[src/rtl/pipeline_ctrl_unit_if.sv]
// pipeline_ctrl_unit_if: hazard/cache status in, per-latch enable/flush controls out.
// master drives status (HDU/caches side); slave is the control unit.
`default_nettype none

interface pipeline_ctrl_unit_if;
  logic freeze;
  logic threeInstrFlush;
  logic ihit;
  logic dmemREN;
  logic dmemWEN;
  logic dhit;
  logic wb_halt;
  logic pc_en;
  logic ifid_en;
  logic idex_en;
  logic exmem_en;
  logic memwb_en;
  logic ifid_flush;
  logic idex_flush;
  logic exmem_flush;
  logic halt;
  logic flush_pend;

  modport master (
    output freeze, threeInstrFlush, ihit, dmemREN, dmemWEN, dhit, wb_halt,
    input  pc_en, ifid_en, idex_en, exmem_en, memwb_en,
    input  ifid_flush, idex_flush, exmem_flush, halt, flush_pend
  );

  modport slave (
    input  freeze, threeInstrFlush, ihit, dmemREN, dmemWEN, dhit, wb_halt,
    output pc_en, ifid_en, idex_en, exmem_en, memwb_en,
    output ifid_flush, idex_flush, exmem_flush, halt, flush_pend
  );
endinterface

`default_nettype wire

[src/rtl/pipeline_ctrl_unit.sv]
// pipeline_ctrl_unit: latch enable/flush sequencing with pending-flush slot and sticky halt.
// PIPE_PERF_CNT_EN adds saturating freeze/flush/dstall counters. Rev 1.0
`default_nettype none

module pipeline_ctrl_unit #(
  parameter int CNT_W = 32
) (
  input  logic                 clk,
  input  logic                 rst,
  pipeline_ctrl_unit_if.slave  ctl
`ifdef PIPE_PERF_CNT_EN
  ,
  output logic [CNT_W-1:0]     freeze_cnt_o,
  output logic [CNT_W-1:0]     flush_cnt_o,
  output logic [CNT_W-1:0]     dstall_cnt_o
`endif
);

  typedef enum logic [1:0] {
    RUN    = 2'd0,
    PEND   = 2'd1,
    HALTED = 2'd2
  } state_e;

  state_e state_q, state_d;

  logic dwait, advance, active, flush_req;
  logic flush_apply, freeze_apply;
  logic pc_en, ifid_en, idex_en, exmem_en, memwb_en;
  logic ifid_flush, idex_flush, exmem_flush;

  assign dwait     = (ctl.dmemREN | ctl.dmemWEN) & ~ctl.dhit;
  assign advance   = ctl.ihit & ~dwait;
  assign active    = ~rst & (state_q != HALTED);
  assign flush_req = ctl.threeInstrFlush | (state_q == PEND);

  always_comb begin
    state_d      = state_q;
    pc_en        = 1'b0;
    ifid_en      = 1'b0;
    idex_en      = 1'b0;
    exmem_en     = 1'b0;
    memwb_en     = 1'b0;
    ifid_flush   = 1'b0;
    idex_flush   = 1'b0;
    exmem_flush  = 1'b0;
    flush_apply  = 1'b0;
    freeze_apply = 1'b0;
    if (active) begin
      if (dwait) begin
        // full stall: everything already held at 0
      end else if (!ctl.ihit) begin
        idex_en  = 1'b1;
        exmem_en = 1'b1;
        memwb_en = 1'b1;
        if (ctl.freeze) begin
          idex_flush = 1'b1;
        end else begin
          ifid_en    = 1'b1;
          ifid_flush = 1'b1;
        end
      end else if (flush_req) begin
        pc_en       = 1'b1;
        ifid_en     = 1'b1;
        idex_en     = 1'b1;
        exmem_en    = 1'b1;
        memwb_en    = 1'b1;
        ifid_flush  = 1'b1;
        idex_flush  = 1'b1;
        exmem_flush = 1'b1;
        flush_apply = 1'b1;
      end else if (ctl.freeze) begin
        idex_en      = 1'b1;
        idex_flush   = 1'b1;
        exmem_en     = 1'b1;
        memwb_en     = 1'b1;
        freeze_apply = 1'b1;
      end else begin
        pc_en    = 1'b1;
        ifid_en  = 1'b1;
        idex_en  = 1'b1;
        exmem_en = 1'b1;
        memwb_en = 1'b1;
      end

      // A flush that cannot advance parks in the single PEND slot.
      if (ctl.wb_halt && !dwait) begin
        state_d = HALTED;
      end else if (flush_apply) begin
        state_d = RUN;
      end else if (ctl.threeInstrFlush) begin
        state_d = PEND;
      end
    end
  end

  always_ff @(posedge clk) begin
    if (rst) begin
      state_q <= RUN;
    end else begin
      state_q <= state_d;
    end
  end

  assign ctl.pc_en       = pc_en;
  assign ctl.ifid_en     = ifid_en;
  assign ctl.idex_en     = idex_en;
  assign ctl.exmem_en    = exmem_en;
  assign ctl.memwb_en    = memwb_en;
  assign ctl.ifid_flush  = ifid_flush;
  assign ctl.idex_flush  = idex_flush;
  assign ctl.exmem_flush = exmem_flush;
  assign ctl.halt        = (state_q == HALTED);
  assign ctl.flush_pend  = (state_q == PEND);

`ifdef PIPE_PERF_CNT_EN
  logic [CNT_W-1:0] freeze_cnt_q, flush_cnt_q, dstall_cnt_q;

  always_ff @(posedge clk) begin
    if (rst) begin
      freeze_cnt_q <= '0;
      flush_cnt_q  <= '0;
      dstall_cnt_q <= '0;
    end else begin
      if (freeze_apply && (freeze_cnt_q != '1)) freeze_cnt_q <= freeze_cnt_q + CNT_W'(1);
      if (flush_apply && (flush_cnt_q != '1))   flush_cnt_q  <= flush_cnt_q + CNT_W'(1);
      if (active && dwait && (dstall_cnt_q != '1)) dstall_cnt_q <= dstall_cnt_q + CNT_W'(1);
    end
  end

  assign freeze_cnt_o = freeze_cnt_q;
  assign flush_cnt_o  = flush_cnt_q;
  assign dstall_cnt_o = dstall_cnt_q;
`else
  if (CNT_W > 0) begin : g_no_perf_cnt
  end
`endif

endmodule

`default_nettype wire

[src/flat_wrapper.sv]
// flat-port wrapper written by rule: the top's interface ports become plain ports
module pipeline_ctrl_unit_flat 
#(
  parameter int CNT_W = 32
)
  (clk, rst, ctl_freeze, ctl_threeInstrFlush, ctl_ihit, ctl_dmemREN, ctl_dmemWEN, ctl_dhit, ctl_wb_halt, ctl_pc_en, ctl_ifid_en, ctl_idex_en, ctl_exmem_en, ctl_memwb_en, ctl_ifid_flush, ctl_idex_flush, ctl_exmem_flush, ctl_halt, ctl_flush_pend);
  pipeline_ctrl_unit_if ctl_i ();
  input  logic clk;
  input  logic rst;
  input wire logic [$bits(ctl_i.freeze)-1:0] ctl_freeze;
  input wire logic [$bits(ctl_i.threeInstrFlush)-1:0] ctl_threeInstrFlush;
  input wire logic [$bits(ctl_i.ihit)-1:0] ctl_ihit;
  input wire logic [$bits(ctl_i.dmemREN)-1:0] ctl_dmemREN;
  input wire logic [$bits(ctl_i.dmemWEN)-1:0] ctl_dmemWEN;
  input wire logic [$bits(ctl_i.dhit)-1:0] ctl_dhit;
  input wire logic [$bits(ctl_i.wb_halt)-1:0] ctl_wb_halt;
  output wire logic [$bits(ctl_i.pc_en)-1:0] ctl_pc_en;
  output wire logic [$bits(ctl_i.ifid_en)-1:0] ctl_ifid_en;
  output wire logic [$bits(ctl_i.idex_en)-1:0] ctl_idex_en;
  output wire logic [$bits(ctl_i.exmem_en)-1:0] ctl_exmem_en;
  output wire logic [$bits(ctl_i.memwb_en)-1:0] ctl_memwb_en;
  output wire logic [$bits(ctl_i.ifid_flush)-1:0] ctl_ifid_flush;
  output wire logic [$bits(ctl_i.idex_flush)-1:0] ctl_idex_flush;
  output wire logic [$bits(ctl_i.exmem_flush)-1:0] ctl_exmem_flush;
  output wire logic [$bits(ctl_i.halt)-1:0] ctl_halt;
  output wire logic [$bits(ctl_i.flush_pend)-1:0] ctl_flush_pend;
  assign ctl_i.freeze = ctl_freeze;
  assign ctl_i.threeInstrFlush = ctl_threeInstrFlush;
  assign ctl_i.ihit = ctl_ihit;
  assign ctl_i.dmemREN = ctl_dmemREN;
  assign ctl_i.dmemWEN = ctl_dmemWEN;
  assign ctl_i.dhit = ctl_dhit;
  assign ctl_i.wb_halt = ctl_wb_halt;
  assign ctl_pc_en = ctl_i.pc_en;
  assign ctl_ifid_en = ctl_i.ifid_en;
  assign ctl_idex_en = ctl_i.idex_en;
  assign ctl_exmem_en = ctl_i.exmem_en;
  assign ctl_memwb_en = ctl_i.memwb_en;
  assign ctl_ifid_flush = ctl_i.ifid_flush;
  assign ctl_idex_flush = ctl_i.idex_flush;
  assign ctl_exmem_flush = ctl_i.exmem_flush;
  assign ctl_halt = ctl_i.halt;
  assign ctl_flush_pend = ctl_i.flush_pend;
  pipeline_ctrl_unit #(.CNT_W(CNT_W)) u_core (.clk(clk), .rst(rst), .ctl(ctl_i));
endmodule
[config.mk]
export PLATFORM = sky130hd
export DESIGN_NAME = pipeline_ctrl_unit_flat
export DESIGN_NICKNAME = d
export VERILOG_FILES = /design/src/rtl/pipeline_ctrl_unit_if.sv /design/src/rtl/pipeline_ctrl_unit.sv /design/src/flat_wrapper.sv
export SDC_FILE = /design/constraint.sdc
export NUM_CORES = 1
export LEC_CHECK = 0
export CORE_AREA = 5 5 42 44
export CTS_BUF_LIST = sky130_fd_sc_hd__clkbuf_16
export DETAILED_ROUTE_END_ITERATION = 10
export DIE_AREA = 0 0 47 49
export GPL_ROUTABILITY_DRIVEN = 0
export GPL_TIMING_DRIVEN = 1
export PLACE_DENSITY_LB_ADDON = 0.1
export SLEW_MARGIN = 15
export SYNTH_ARGS = -nofsm -noshare
export SYNTH_HDL_FRONTEND = slang
export SYNTH_SLANG_ARGS = --single-unit
[constraint.sdc]
create_clock -name clk -period 2.9 [get_ports clk]
set_input_delay 0.29 -clock clk [delete_from_list [all_inputs] [get_ports clk]]
set_output_delay 0.29 -clock clk [all_outputs]
set_load 0.005 [all_outputs]
==> impl_metrics.tcl, run 1 <==
set metrics [dict create \
    grt_pass1_wl_microns 1193 \
    peakVddDrop_mv 0.3405 \
    setup_viol 0 \
    syn_area_sq_um 196.4 \
    ys_warn_count 0 \
    min_from "u_core.state_q[0]$_SDFFE_PP0P_" \
    syn_nets 36 \
    n_antenna_cell 0 \
    ys_types 19 \
    nNetsFinal 57 \
    start_kind "primary input" \
    relSlewSlack 0.7807 \
    dr.pass1.iters 2 \
    finClkSkew_ns 0.00007538 \
    synth.avg_cell_area_sq_um 7.275 \
    cts_made_buffers 3 \
    worst_slew_pin_slew_ns 0.3282 \
    timing.final.crit_share 0.7204 \
    io-pin-count 19 \
    totalWireLength_microns 726 \
    io_buffers 18 \
    max-cap-violations 0 \
    internal_power_mw 0.2383 \
    grt_start_max_net_pins 7 \
    stdcell_area_sq_um 456.7 \
    cts_sinks 2 \
    power_leakage_nw 0.1809 \
    coreArea_sq_mm 0.001401 \
    cts_resized 0 \
    rows 14 \
    grt_use_total 0.07519 \
    die_w_microns 47 \
    layout-drive-gt1-share 0.1087 \
    via_per_inst 4.290 \
    required_ns 2.61 \
    overflow 0 \
    dpl.hpwl_microns 574.8 \
    cts-root-buf "clkbuf_16" \
    cts_setup_buffers 0 \
    place_inst 59 \
    die_h_microns 49 \
    p_sw_mw 0.05461 \
    top_register "u_core.state_q" \
    rsz0062_at_grt "false" \
    start_util 0.1402 \
    crit_fanout 6 \
    whs_ns 0.5784 \
    slew_viol_final 0 \
    largest_register_ffs 2 \
    antenna_found_initial 0 \
    worstPathArrival_ns 1.80 \
    critPathCaptureType "output pin" \
    status "complete, no violations" \
    sw_frac_of_total 0.1864 \
    critical_path_class "in2out" \
    crit_start "ctl_dmemWEN" \
    vias 266 \
    timing.final.hold_violations 0 \
    synthCells 27 \
    drt_iter0_markers 1 \
    wl_per_cell_microns 11.71 \
    clkSlewWorstSetupHoldPaths_ns 0.03 \
    reg.largest.list "u_core.state_q x2" \
    dpl_cell_area_sq_um 381.6 \
    hold_buffers 0 \
    yosysSeqAreaShare 0.2038 \
    clk_latency_ns 0.22 \
    final_cell_count_no_fill 62 \
    tns_ns 0 \
    power.total_mw 0.2929 \
    fmax_ghz 0.4786 \
    fillCellCount 157 \
    h-tree-depth 1 \
    p_clk_frac 0.710 \
    r2r_start "u_core.state_q[0]$_SDFFE_PP0P_" \
    ys_ff_latch 2 \
    syn2layout_area_growth_pct 132.5 \
    pwr-share-seq 0.111 \
    hold_path.class "reg2reg" \
    finalCriticalPeriod_ns 2.089 \
    power.density_mw_per_mm2 641.4 \
    grt_pass1_vias 280 \
    combPwrFrac 0.179 \
    cts_tree "done" \
    clockBufferDepth 2 \
    final_antenna_net_count 0 \
    die_area_sq_mm 0.002303 \
    drc 0 \
]
==> area by class of cell <==
cell class | count | area, sq um | share of cell area
multi-input cells | 21 | 133.9 | 0.2931
inverters | 2 | 7.507 | 0.01644
clock buffers | 3 | 75.07 | 0.1644
repair buffers | 18 | 180.2 | 0.3945
flip-flops and latches | 2 | 40.04 | 0.08767
well taps | 16 | 20.02 | 0.04384
==> cells in the mapped netlist, drive strengths merged <==
cell type | count | area share
a211oi | 1 | 0.038
nand2 | 1 | 0.019
o21ai | 2 | 0.051
o31ai | 1 | 0.038
dfxtp | 2 | 0.20
a31oi | 1 | 0.032
a21o | 1 | 0.038
buf | 2 | 0.076
nor3 | 1 | 0.025
inv | 2 | 0.038
nand2b | 1 | 0.032
nor2 | 4 | 0.076
o21a | 1 | 0.038
o21bai | 1 | 0.057
a21oi | 3 | 0.076
and2b | 1 | 0.038
a2111oi | 1 | 0.051
nor2b | 1 | 0.070
==> kinds of logic (layout without fill, tap and decap cells) <==
group,after synthesis,count (layout),synth area share
flip-flops,2,2,0.2038
buffers and inverters,4,23,0.1146
AO/OA/AOI/OAI,12,12,0.4204
AND/OR/NAND/NOR,9,9,0.2611
==> critical path, cell delays in order <==
cell             delay, ns
clkdlybuf4s50_1       0.41
o21bai_2              0.22
nand2_1               0.18
a21oi_1               0.18
clkdlybuf4s50_1       0.52
==> through the flow <==
stage	setup WS, ns	util
floorplan	1.614	-
global placement	0.8366	0.2723
detailed placement	0.8045	0.2723
CTS	0.8042	0.3259
global route	0.7189	0.3259
finish	0.8107	0.3259
==> power groups by stage <==
stage          logic, mW  registers [mW]  clock network [mW]
5_1_grt           0.0577          0.0328               0.217
3_3_place_gp      0.0529          0.0328                   0
3_5_place_dp      0.0528          0.0328                   0
2_1_floorplan     0.0218          0.0322                   0
4_1_cts           0.0532          0.0325               0.213
6_report          0.0525          0.0325               0.208
==> per-layer routing <==
metal | wire, microns | GRT usage
met1 | 314 | 0.08297
met2 | 345 | 0.09955
met3 | 66 | 0.02583
met4 | 0 | 0.08295
met5 | 0 | 0
==> path summary, 6_finish.rpt <==
| path | end | slack, ns | depth (start not counted) |
|---|---|---|---|
| worst max-delay path | ctl_ifid_en | 0.81 | 5 |
| worst min-delay path | u_core.state_q[0]$_SDFFE_PP0P_ | 0.58 | 2 |
| worst max register to register | u_core.state_q[1]$_SDFFE_PP0P_ | 1.64 | 4 |
| worst min register to register | u_core.state_q[0]$_SDFFE_PP0P_ | 0.58 | 2 |
==> cell usage in the layout, fill, tap and decap left out <==
master	synthesis	layout
nor2_1	4	4
clkbuf_16	0	3
a2111oi_1	1	1
nand2b_1	1	1
inv_1	2	2
a21oi_1	3	3
and2b_1	1	1
nor3_1	1	1
a31oi_1	1	1
o21a_1	1	1
dfxtp_1	2	2
o21bai_2	1	1
o31ai_1	1	1
o21ai_1	1	1
a211oi_1	1	1
nand2_1	1	1
nor2b_4	1	1
clkdlybuf4s50_1	0	18
a21o_1	1	1
o21ai_0	1	1
Note: power is estimated with default switching activity, not from simulation.
==> run 2, diff against run 1 <==
==> constraint.sdc (replaced) <==
create_clock -name clk -period 2.1 [get_ports clk]
set_input_delay 0.21 -clock clk [delete_from_list [all_inputs] [get_ports clk]]
set_output_delay 0.21 -clock clk [all_outputs]
set_load 0.005 [all_outputs]
==> run 2 against run 1 <==
Global-route usage is 0.49 points lower. Wire length fell by 2.9%. Worst setup slack got worse by 0.66 ns. Sequential share of layout area down 0.071 points. Clock-buffer cell count unchanged. Hold slack worse by 0.0047 ns. Combinational power is 40% higher. First-iteration DRC count did not move. Critical path depth is the same. Clock skew increased by 0.0021 ns. Sequential power rose by 37%. Largest cell class unchanged.
==> impl_metrics.tcl, run 2 (synthesis results as in run 1) <==
set metrics [dict create \
    layout-drive-gt1-share 0.1304 \
    antenna_found_initial 0 \
    hold_path.class "reg2reg" \
    cts_resized 0 \
    timing.final.hold_violations 0 \
    max_stage_delay_ns 0.51 \
    critPathCaptureType "output pin" \
    top_register "u_core.state_q" \
    worst_slack_ns 0.1486 \
    drc 0 \
    grt_pass1_wl_microns 1173 \
    cpMaxStageDelayCell "clkdlybuf4s50_1" \
    setup_viol 0 \
    start_util 0.1402 \
    cts_setup_buffers 0 \
    timing.final.crit_share 0.9292 \
    cts_made_buffers 3 \
    finalCriticalPeriod_ns 1.951 \
    peakVddDrop_mv 0.5152 \
    relSlewSlack 0.7476 \
    hold_buffers 0 \
    clkSlewWorstSetupHoldPaths_ns 0.03 \
    post-place-ws_ns 0.1313 \
    start_kind "flip-flop" \
    rsz0062_at_grt "false" \
    r2r_start "u_core.state_q[0]$_SDFFE_PP0P_" \
    timing.critical_path.max_delay_family "buffers and inverters" \
    rows 14 \
    overflow 0 \
    cts-root-buf "clkbuf_16" \
    power.density_mw_per_mm2 876.9 \
    largest_register_ffs 2 \
    worst_slew_pin_slew_ns 0.3761 \
    fillCellCount 158 \
    clockBufferDepth 2 \
    h-tree-depth 1 \
    coreArea_sq_mm 0.001401 \
    syn2layout_area_growth_pct 134.4 \
    finClkSkew_ns 0.002131 \
    nNetsFinal 57 \
    worstPathArrival_ns 1.74 \
    n_antenna_cell 0 \
    vias 263 \
    tns_ns 0 \
    dr.pass1.iters 2 \
    slew_viol_final 0 \
    final_antenna_net_count 0 \
    layout_common_cells "18 x clkdlybuf4s50_1, 4 x nor2_1, 3 x clkbuf_16" \
    wl_per_cell_microns 11.37 \
    die_w_microns 47 \
    layout_commonest_cell "clkdlybuf4s50_1" \
    grt_start_max_net_pins 7 \
    die_area_sq_mm 0.002303 \
    min_from "u_core.state_q[0]$_SDFFE_PP0P_" \
    path_buf_inv 1 \
    io_buffers 18 \
    die_h_microns 49 \
    totalWireLength_microns 705 \
    crit_fanout 6 \
    crit_start "u_core.state_q[0]$_SDFFE_PP0P_" \
    critical_path_class "reg2out" \
    power_leakage_nw 0.1808 \
    clk_latency_ns 0.22 \
    fmax_ghz 0.5125 \
    required_ns 1.89 \
    crit_path_cell_trace "and2b_1 > nor2_1 > nand2_1 > a21oi_1 > clkdlybuf4s50_1" \
    status "complete, no violations" \
    grt_pass1_vias 276 \
    dpl.hpwl_microns 570.2 \
    grt_use_total 0.07027 \
    drt_iter0_markers 1 \
    max-cap-violations 0 \
    reg.largest.list "u_core.state_q x2" \
    cts_tree "done" \
    io-pin-count 19 \
    cts_sinks 2 \
    via_per_inst 4.242 \
]
[run 2: changes by cell type in the layout (fill, tap and decap cells not counted)]
| cell | delta |
|---|---|
| a21oi_1 | -1 |
| a21oi_2 | +1 |
[run 2: final timing paths]
kind | endpoint | slack [ns] | cells past startpoint
worst max register to register | u_core.state_q[1]$_SDFFE_PP0P_ | 0.81 | 4
worst min register to register | u_core.state_q[0]$_SDFFE_PP0P_ | 0.57 | 2
worst max-delay path | ctl_ifid_en | 0.15 | 5
worst min-delay path | u_core.state_q[0]$_SDFFE_PP0P_ | 0.57 | 2
[run 2: layout make-up]
type                       instances  area, sq um  share of cell area
timing repair buffer              18        180.2              0.3913
multi-input combinational         21        137.6              0.2989
clock buffer                       3        75.07              0.1630
sequential                         2        40.04             0.08696
tap                               16        20.02             0.04348
inverter                           2        7.507             0.01630
[run 2: worst min-delay path: stages, from the launching register on]
cell and delay, ns:
dfxtp_1 0.32, o21ai_0 0.16, a21oi_1 0.05
[run 2: per-stage QoR]
stage	cells	instance area, sq um	power [mW]	hold slack [ns]	util
final	62	460.4	0.4038	0.5737	0.3286
after floorplan	27	196.4	0.07460	0.2893	-
after CTS	62	456.7	0.4104	0.5954	0.3259
after detailed placement	59	381.6	0.1183	0.5837	0.2723
after global placement	59	381.6	0.1178	0.5785	0.2723
after global routing	62	460.4	0.4233	0.6444	0.3286
[run 2: per-layer routing]
layer  part of all wire  GRT usage
met2               0.45    0.09729
met4              0.020    0.05530
met5                  0          0
met1               0.43    0.08952
met3              0.099    0.01476
[run 2: power by group]
part           total (mW)  internal, mW  switching (mW)
Combinational      0.0735        0.0455          0.0280
Clock               0.286         0.242          0.0434
Sequential         0.0446        0.0415         0.00316
Total               0.404         0.329          0.0745
